--- src/rtl/ring_node_if.sv ---
// Ring node bus: upstream/downstream slot, per-device grant/drive/contents and slot meter.
// slave is the node's view, master the attached environment's view.
interface ring_node_if #(
  parameter int unsigned NREQ  = 2,
  parameter int unsigned TSIZE = 4,
  parameter int unsigned SSIZE = 4
);
  logic [TSIZE-1:0]      slot_type_in;
  logic [SSIZE-1:0]      slot_source_in;
  logic [31:0]           slot_data_in;
  logic [TSIZE-1:0]      slot_type_out;
  logic [SSIZE-1:0]      slot_source_out;
  logic [31:0]           slot_data_out;
  logic [NREQ-1:0]       req;
  logic [NREQ-1:0]       ack;
  logic [NREQ-1:0]       drive;
  logic [NREQ*TSIZE-1:0] dev_type;
  logic [NREQ*32-1:0]    dev_data;
  logic [TSIZE-1:0]      meter_sel;
  logic [31:0]           meter_count;

  modport slave (
    input  slot_type_in, slot_source_in, slot_data_in, req, drive, dev_type, dev_data, meter_sel,
    output slot_type_out, slot_source_out, slot_data_out, ack, meter_count
  );

  modport master (
    output slot_type_in, slot_source_in, slot_data_in, req, drive, dev_type, dev_data, meter_sel,
    input  slot_type_out, slot_source_out, slot_data_out, ack, meter_count
  );
endinterface

--- src/rtl/ring_node.sv ---
// Token-ring slot node: round-robin token holder with combinational slot pass/drive/nullify.
// Optional per-slot-type traffic meters are enabled by defining RING_NODE_METER_EN.
module ring_node #(
  parameter int unsigned NODENUM    = 1,
  parameter int unsigned NREQ       = 2,
  parameter int unsigned TSIZE      = 4,
  parameter int unsigned SSIZE      = 4,
  parameter int unsigned MAXHOLD    = 4,
  parameter int unsigned TOKEN_CODE = 1,
  parameter int unsigned NULL_CODE  = 0
) (
  input logic       clk,
  input logic       reset,
  ring_node_if.slave rn
);
  localparam int unsigned PW = (NREQ > 1) ? $clog2(NREQ) : 1;
  localparam int unsigned HW = (MAXHOLD > 1) ? $clog2(MAXHOLD + 1) : 1;

  localparam logic [TSIZE-1:0] TokenT   = TSIZE'(TOKEN_CODE);
  localparam logic [TSIZE-1:0] NullT    = TSIZE'(NULL_CODE);
  localparam logic [SSIZE-1:0] NodeS    = SSIZE'(NODENUM);
  localparam logic [HW-1:0]    MaxHoldW = HW'(MAXHOLD);

  typedef enum logic [1:0] {StIdle, StHold, StRelease} state_e;

  state_e            state_q;
  logic [PW-1:0]     rr_ptr_q, rr_ptr_d, gnt_idx, drv_idx, cand;
  logic [HW-1:0]     hold_cnt_q, hold_cnt_d;
  logic              can_xmit, gnt_found, drv_any, emit_token, hold_done;
  logic [NREQ-1:0]   ack;
  logic [TSIZE-1:0]  type_out;
  logic [SSIZE-1:0]  src_out;
  logic [31:0]       data_out;
  logic [TSIZE-1:0]  dev_type_a [NREQ];
  logic [31:0]       dev_data_a [NREQ];

  for (genvar g = 0; g < int'(NREQ); g++) begin : g_unpack
    assign dev_type_a[g] = rn.dev_type[g*TSIZE +: TSIZE];
    assign dev_data_a[g] = rn.dev_data[g*32 +: 32];
  end

  assign can_xmit = reset && (|rn.req) &&
                    ((state_q == StIdle && rn.slot_type_in == TokenT) || state_q == StHold);

  // First requester at or after rr_ptr, wrapping modulo NREQ.
  always_comb begin
    gnt_idx   = '0;
    gnt_found = 1'b0;
    cand      = '0;
    for (int k = 0; k < int'(NREQ); k++) begin
      cand = PW'((int'(rr_ptr_q) + k) % int'(NREQ));
      if (!gnt_found && rn.req[cand]) begin
        gnt_found = 1'b1;
        gnt_idx   = cand;
      end
    end
  end

  always_comb begin
    ack = '0;
    if (can_xmit) ack[gnt_idx] = 1'b1;
  end

  assign rr_ptr_d   = PW'((int'(gnt_idx) + 1) % int'(NREQ));
  assign hold_cnt_d = (state_q == StIdle) ? HW'(1) : hold_cnt_q + HW'(1);
  assign hold_done  = (MAXHOLD != 0) && (hold_cnt_d == MaxHoldW);

  always_ff @(posedge clk) begin
    if (!reset) begin
      state_q    <= StIdle;
      rr_ptr_q   <= '0;
      hold_cnt_q <= '0;
    end else begin
      if (can_xmit) begin
        rr_ptr_q   <= rr_ptr_d;
        hold_cnt_q <= hold_cnt_d;
      end
      case (state_q)
        StIdle:    if (can_xmit) state_q <= hold_done ? StRelease : StHold;
        StHold: begin
          if (!can_xmit)     state_q <= StIdle;
          else if (hold_done) state_q <= StRelease;
        end
        StRelease: state_q <= StIdle;
        default:   state_q <= StIdle;
      endcase
    end
  end

  // Lowest-index drive wins.
  always_comb begin
    drv_any = 1'b0;
    drv_idx = '0;
    for (int i = int'(NREQ) - 1; i >= 0; i--) begin
      if (rn.drive[PW'(i)]) begin
        drv_any = 1'b1;
        drv_idx = PW'(i);
      end
    end
  end

  assign emit_token = (state_q == StHold && !(|rn.req)) || state_q == StRelease;

  always_comb begin
    type_out = rn.slot_type_in;
    src_out  = rn.slot_source_in;
    data_out = rn.slot_data_in;
    if (!reset) begin
      type_out = NullT;
      src_out  = '0;
      data_out = '0;
    end else if (drv_any) begin
      type_out = dev_type_a[drv_idx];
      data_out = dev_data_a[drv_idx];
      src_out  = ack[drv_idx] ? NodeS : rn.slot_source_in;
    end else if (emit_token) begin
      type_out = TokenT;
      src_out  = '0;
      data_out = '0;
    end else if (rn.slot_source_in == NodeS) begin
      // Our own slot came all the way round: retire it.
      type_out = NullT;
      src_out  = '0;
      data_out = '0;
    end
  end

  assign rn.ack             = ack;
  assign rn.slot_type_out   = type_out;
  assign rn.slot_source_out = src_out;
  assign rn.slot_data_out   = data_out;

`ifdef RING_NODE_METER_EN
  localparam int unsigned NTypes = 2**TSIZE;
  logic [31:0] meter_q [NTypes];

  always_ff @(posedge clk) begin
    if (!reset) begin
      for (int t = 0; t < int'(NTypes); t++) meter_q[t] <= '0;
    end else begin
      meter_q[rn.slot_type_in] <= meter_q[rn.slot_type_in] + 32'd1;
    end
  end

  assign rn.meter_count = meter_q[rn.meter_sel];
`else
  assign rn.meter_count = '0;
`endif
endmodule

--- src/flat_wrapper.sv ---
// flat-port wrapper written by rule: the top's interface ports become plain ports
module ring_node_flat 
#(
  parameter int unsigned NODENUM    = 1,
  parameter int unsigned NREQ       = 2,
  parameter int unsigned TSIZE      = 4,
  parameter int unsigned SSIZE      = 4,
  parameter int unsigned MAXHOLD    = 4,
  parameter int unsigned TOKEN_CODE = 1,
  parameter int unsigned NULL_CODE  = 0
)
  (clk, reset, rn_slot_type_in, rn_slot_source_in, rn_slot_data_in, rn_req, rn_drive, rn_dev_type, rn_dev_data, rn_meter_sel, rn_slot_type_out, rn_slot_source_out, rn_slot_data_out, rn_ack, rn_meter_count);
  ring_node_if #(.NREQ(NREQ), .TSIZE(TSIZE), .SSIZE(SSIZE)) rn_i ();
  input logic clk;
  input logic reset;
  input wire logic [$bits(rn_i.slot_type_in)-1:0] rn_slot_type_in;
  input wire logic [$bits(rn_i.slot_source_in)-1:0] rn_slot_source_in;
  input wire logic [$bits(rn_i.slot_data_in)-1:0] rn_slot_data_in;
  input wire logic [$bits(rn_i.req)-1:0] rn_req;
  input wire logic [$bits(rn_i.drive)-1:0] rn_drive;
  input wire logic [$bits(rn_i.dev_type)-1:0] rn_dev_type;
  input wire logic [$bits(rn_i.dev_data)-1:0] rn_dev_data;
  input wire logic [$bits(rn_i.meter_sel)-1:0] rn_meter_sel;
  output wire logic [$bits(rn_i.slot_type_out)-1:0] rn_slot_type_out;
  output wire logic [$bits(rn_i.slot_source_out)-1:0] rn_slot_source_out;
  output wire logic [$bits(rn_i.slot_data_out)-1:0] rn_slot_data_out;
  output wire logic [$bits(rn_i.ack)-1:0] rn_ack;
  output wire logic [$bits(rn_i.meter_count)-1:0] rn_meter_count;
  assign rn_i.slot_type_in = rn_slot_type_in;
  assign rn_i.slot_source_in = rn_slot_source_in;
  assign rn_i.slot_data_in = rn_slot_data_in;
  assign rn_i.req = rn_req;
  assign rn_i.drive = rn_drive;
  assign rn_i.dev_type = rn_dev_type;
  assign rn_i.dev_data = rn_dev_data;
  assign rn_i.meter_sel = rn_meter_sel;
  assign rn_slot_type_out = rn_i.slot_type_out;
  assign rn_slot_source_out = rn_i.slot_source_out;
  assign rn_slot_data_out = rn_i.slot_data_out;
  assign rn_ack = rn_i.ack;
  assign rn_meter_count = rn_i.meter_count;
  ring_node #(.NODENUM(NODENUM), .NREQ(NREQ), .TSIZE(TSIZE), .SSIZE(SSIZE), .MAXHOLD(MAXHOLD), .TOKEN_CODE(TOKEN_CODE), .NULL_CODE(NULL_CODE)) u_core (.clk(clk), .reset(reset), .rn(rn_i));
endmodule
--- config.mk ---
export PLATFORM = sky130hd
export DESIGN_NAME = ring_node_flat
export DESIGN_NICKNAME = d
export VERILOG_FILES = /design/src/rtl/ring_node_if.sv /design/src/rtl/ring_node.sv /design/src/flat_wrapper.sv
export SDC_FILE = /design/constraint.sdc
export NUM_CORES = 1
export LEC_CHECK = 0
export ABC_AREA = 1
export BUFFER_PORTS_ARGS = -buffer_cell sky130_fd_sc_hd__buf_2
export CAP_MARGIN = 10
export CORE_AREA = 2 2 76 78
export DETAILED_ROUTE_END_ITERATION = 7
export DIE_AREA = 0 0 78 80
export PLACE_DENSITY = 0.61
export RECOVER_POWER = 100
export SLEW_MARGIN = 10
export SYNTH_ARGS = -nofsm -noshare
export SYNTH_HDL_FRONTEND = slang
export SYNTH_SLANG_ARGS = --single-unit
export TNS_END_PERCENT = 50
--- constraint.sdc ---
create_clock -name clk -period 2.87 [get_ports clk]
set_clock_uncertainty 0.1 [all_clocks]
set_input_delay 0.287 -clock clk [delete_from_list [all_inputs] [get_ports clk]]
set_output_delay 0.287 -clock clk [all_outputs]
set_load 0.03 [all_outputs]
==> metrics.csv <==
metric;value;unit
Comb power frac;51.7;%
GPL Wtd Cong;0.702;
die area;6240;um^2
cell chain of the critical path;buf_2 > buf_4 > nand2_1 > nor2_1 > clkbuf_1;
max_cap viols;0;
Final HPWL DP;2180;um
Final Critical Period;1.94;ns
IO Port Bufs;89;
Avg WL per Cell;7.49;um
Yosys top cell by area;buf_4;
Top FF cell, synth;dfxtp_1;
top post-synthesis cells by area;buf_4 (25%), inv_1 (21%), nand2_1 (20%), dfxtp_1 (12%), nor2_1 (6.0%);
CTS root buffer;clkbuf_8;
max frequency;516;MHz
Max stage delay cell, worst path;buf_2;
CP delay by family, top;buffers and inverters;
routed via count;1164;
worst hold path class;reg -> reg;
setup_tns;0;ns
drt total wl;2610;um
GRT Total Usage;7.41;%
clock share of power;28.4;%
endpoints failing hold;0;
grt total ovfl;0;
CTS tree;yes;
Final nets;400;
Synth cell types;18;
hold buffer count at cts;0;
register area share after synthesis;12.0;%
Final Instance Count excl. Fillers;348;
Int Pwr;0.000233;W
largest net degree at the start of global routing;28;
ANT nets after route;0;
Residual DRC;0;
Worst EP required;2.48;ns
Post-Layout Inst Area;1380;um^2
area of the multi-input gates;503;um^2
Peak VDD IR;0.0976;mV
RSZ-0062 raised after global routing;false;
Synth top area share;24.8;%
Core ar.;5410;um^2
Post-CTS Setup Repair Bufs;0;
H-tree depth;1;
CP arrival;1.55;ns
vias per cell;3.34;
fin crit share;67.6;%
CTS sink count;6;
initial DRC count;33;
Top Ports;196;
Syn Inst Count;188;
CP Launch Type;primary input;
placed inst area;1390;um^2
synthesized flop and latch total;6;
Slew Viols, Final;0;
Reg clk slew, reported paths;0.03;ns
critical path endpoint category;output port;
cell with the most instances after synthesis;inv_1;
Mean Syn Cell Area;5.32;um^2
Area growth, synth to finish;37.5;%
Std-Cell Rows;27;
Max Buffers Root-to-Sink;2;
post-CTS sizing;0;
Mapped Area;1000;um^2
crit-path max cell delay;0.40;ns
Initial Util;18.5;%
Sw Pwr;0.000220;W
Power Dens Cells;329;nW/um^2
initial antenna violation count;2;
router iterations before antenna repair;3;
register area;120;um^2
Ys Warns;0;
sequential share of power;20.0;%
sw frac;48.6;%
final setup vio count;0;
Worst-Skew Late Latency;0.23;ns
clock buffer count from CTS;3;
kind of critical path;in -> out;
share of cells above drive strength 1;20.7;%
die width;78;um
Filler cells;645;
status;finished clean;
die height;80;um
P_leak;1.01;nW
dpl cells;344;
Critical path buffers and inverters;3;
Post-synth EDFFs;0;
asr flop ratio synth;0;%
first-pass GRT wire length;3640;um
Post-synth top cells;inv_1 (57), nand2_1 (52), buf_4 (33);
Max FO, Critical Path;27;
vias in the first global route;925;
## placed cells by master, fill, tap and decap left out
| cell | synthesis | final |
|---|---|---|
| inv_1 | 57 | 58 |
| nand2_1 | 52 | 53 |
| buf_2 | 4 | 47 |
| clkbuf_1 | 0 | 42 |
| conb_1 | 1 | 32 |
| nor2_1 | 16 | 16 |
| nand3_1 | 6 | 7 |
| dfxtp_1 | 6 | 6 |
| clkbuf_8 | 0 | 3 |
| nor2_2 | 2 | 2 |
| diode_2 | 0 | 1 |
| o21ai_1 | 1 | 1 |
| nand2_4 | 1 | 1 |
| nor2_8 | 1 | 1 |
| nand3_2 | 2 | 1 |
| a21oi_1 | 1 | 1 |
| nand2_2 | 2 | 1 |
| nand4_1 | 1 | 1 |
| ha_1 | 1 | 1 |
| buf_4 | 33 | 1 |
## tightest hold or removal path, stage by stage, from the launching register on
cell and delay (ns):
dfxtp_1 0.32, nor2_1 0.05, nor2_1 0.08
## power by group through the flow
stage	clock, W	sequential (W)	combinational, W
2_1_floorplan	0	0.0000911	0.000209
3_3_place_gp	0	0.0000916	0.000240
3_5_place_dp	0	0.0000917	0.000242
4_1_cts	0.000132	0.0000905	0.000243
5_1_grt	0.000136	0.0000911	0.000254
6_report	0.000128	0.0000903	0.000234
## sequential cells by signal, summed over array words and instances, names as in the netlist
register	cells
u_core.hold_cnt_q	3
u_core.state_q	2
u_core.rr_ptr_q	1
## cell families after synthesis
family / count (synthesis) / synth area share, %
buf+inv: 95 / 48.6
simple gates: 83 / 36.8
flops: 6 / 12.0
compound gates: 2 / 1.00
fa+ha+maj: 1 / 1.25
other cells: 1 / 0.375
## per-stage QoR
step           hold slack [ns]  util (%)  total power [W]  setup WS, ns
2_1_floorplan            0.355         -         0.000301          1.30
3_3_place_gp             0.371      25.7         0.000332          1.06
3_5_place_dp             0.383      25.7         0.000334          1.03
4_1_cts                  0.389      26.5         0.000465          1.03
5_1_grt                  0.422      25.4         0.000481         0.808
6_report                 0.388      25.4         0.000452         0.931
## final cells by class
class / instances / share of cell area (%)
flip-flops and latches: 6 / 8.74
repair buffers: 90 / 29.1
inverters: 58 / 15.8
well taps: 72 / 6.55
diodes: 1 / 0.182
multi-input cells: 118 / 36.6
clock buffers: 3 / 3.00
## per-layer routing
layer / track usage, % / share of wire (%) / vias up
met1: 7.21 / 39 / 451
met5: 0 / 0.50 / -
li1: - / - / 627
met2: 12.6 / 44 / 79
met4: 2.63 / 0.73 / 2
met3: 4.98 / 16 / 5
## worst paths after layout
path	depth (start not counted)	end	slack, ns	start
hold reg to reg	2	u_core.rr_ptr_q	0.39	u_core.rr_ptr_q
setup reg to reg	7	u_core.rr_ptr_q	1.73	u_core.state_q[1]
setup / recovery	5	rn_slot_source_out[1]	0.93	reset
hold / removal	2	u_core.rr_ptr_q	0.39	u_core.rr_ptr_q
No activity file was read; power rests on OpenSTA's default activity.
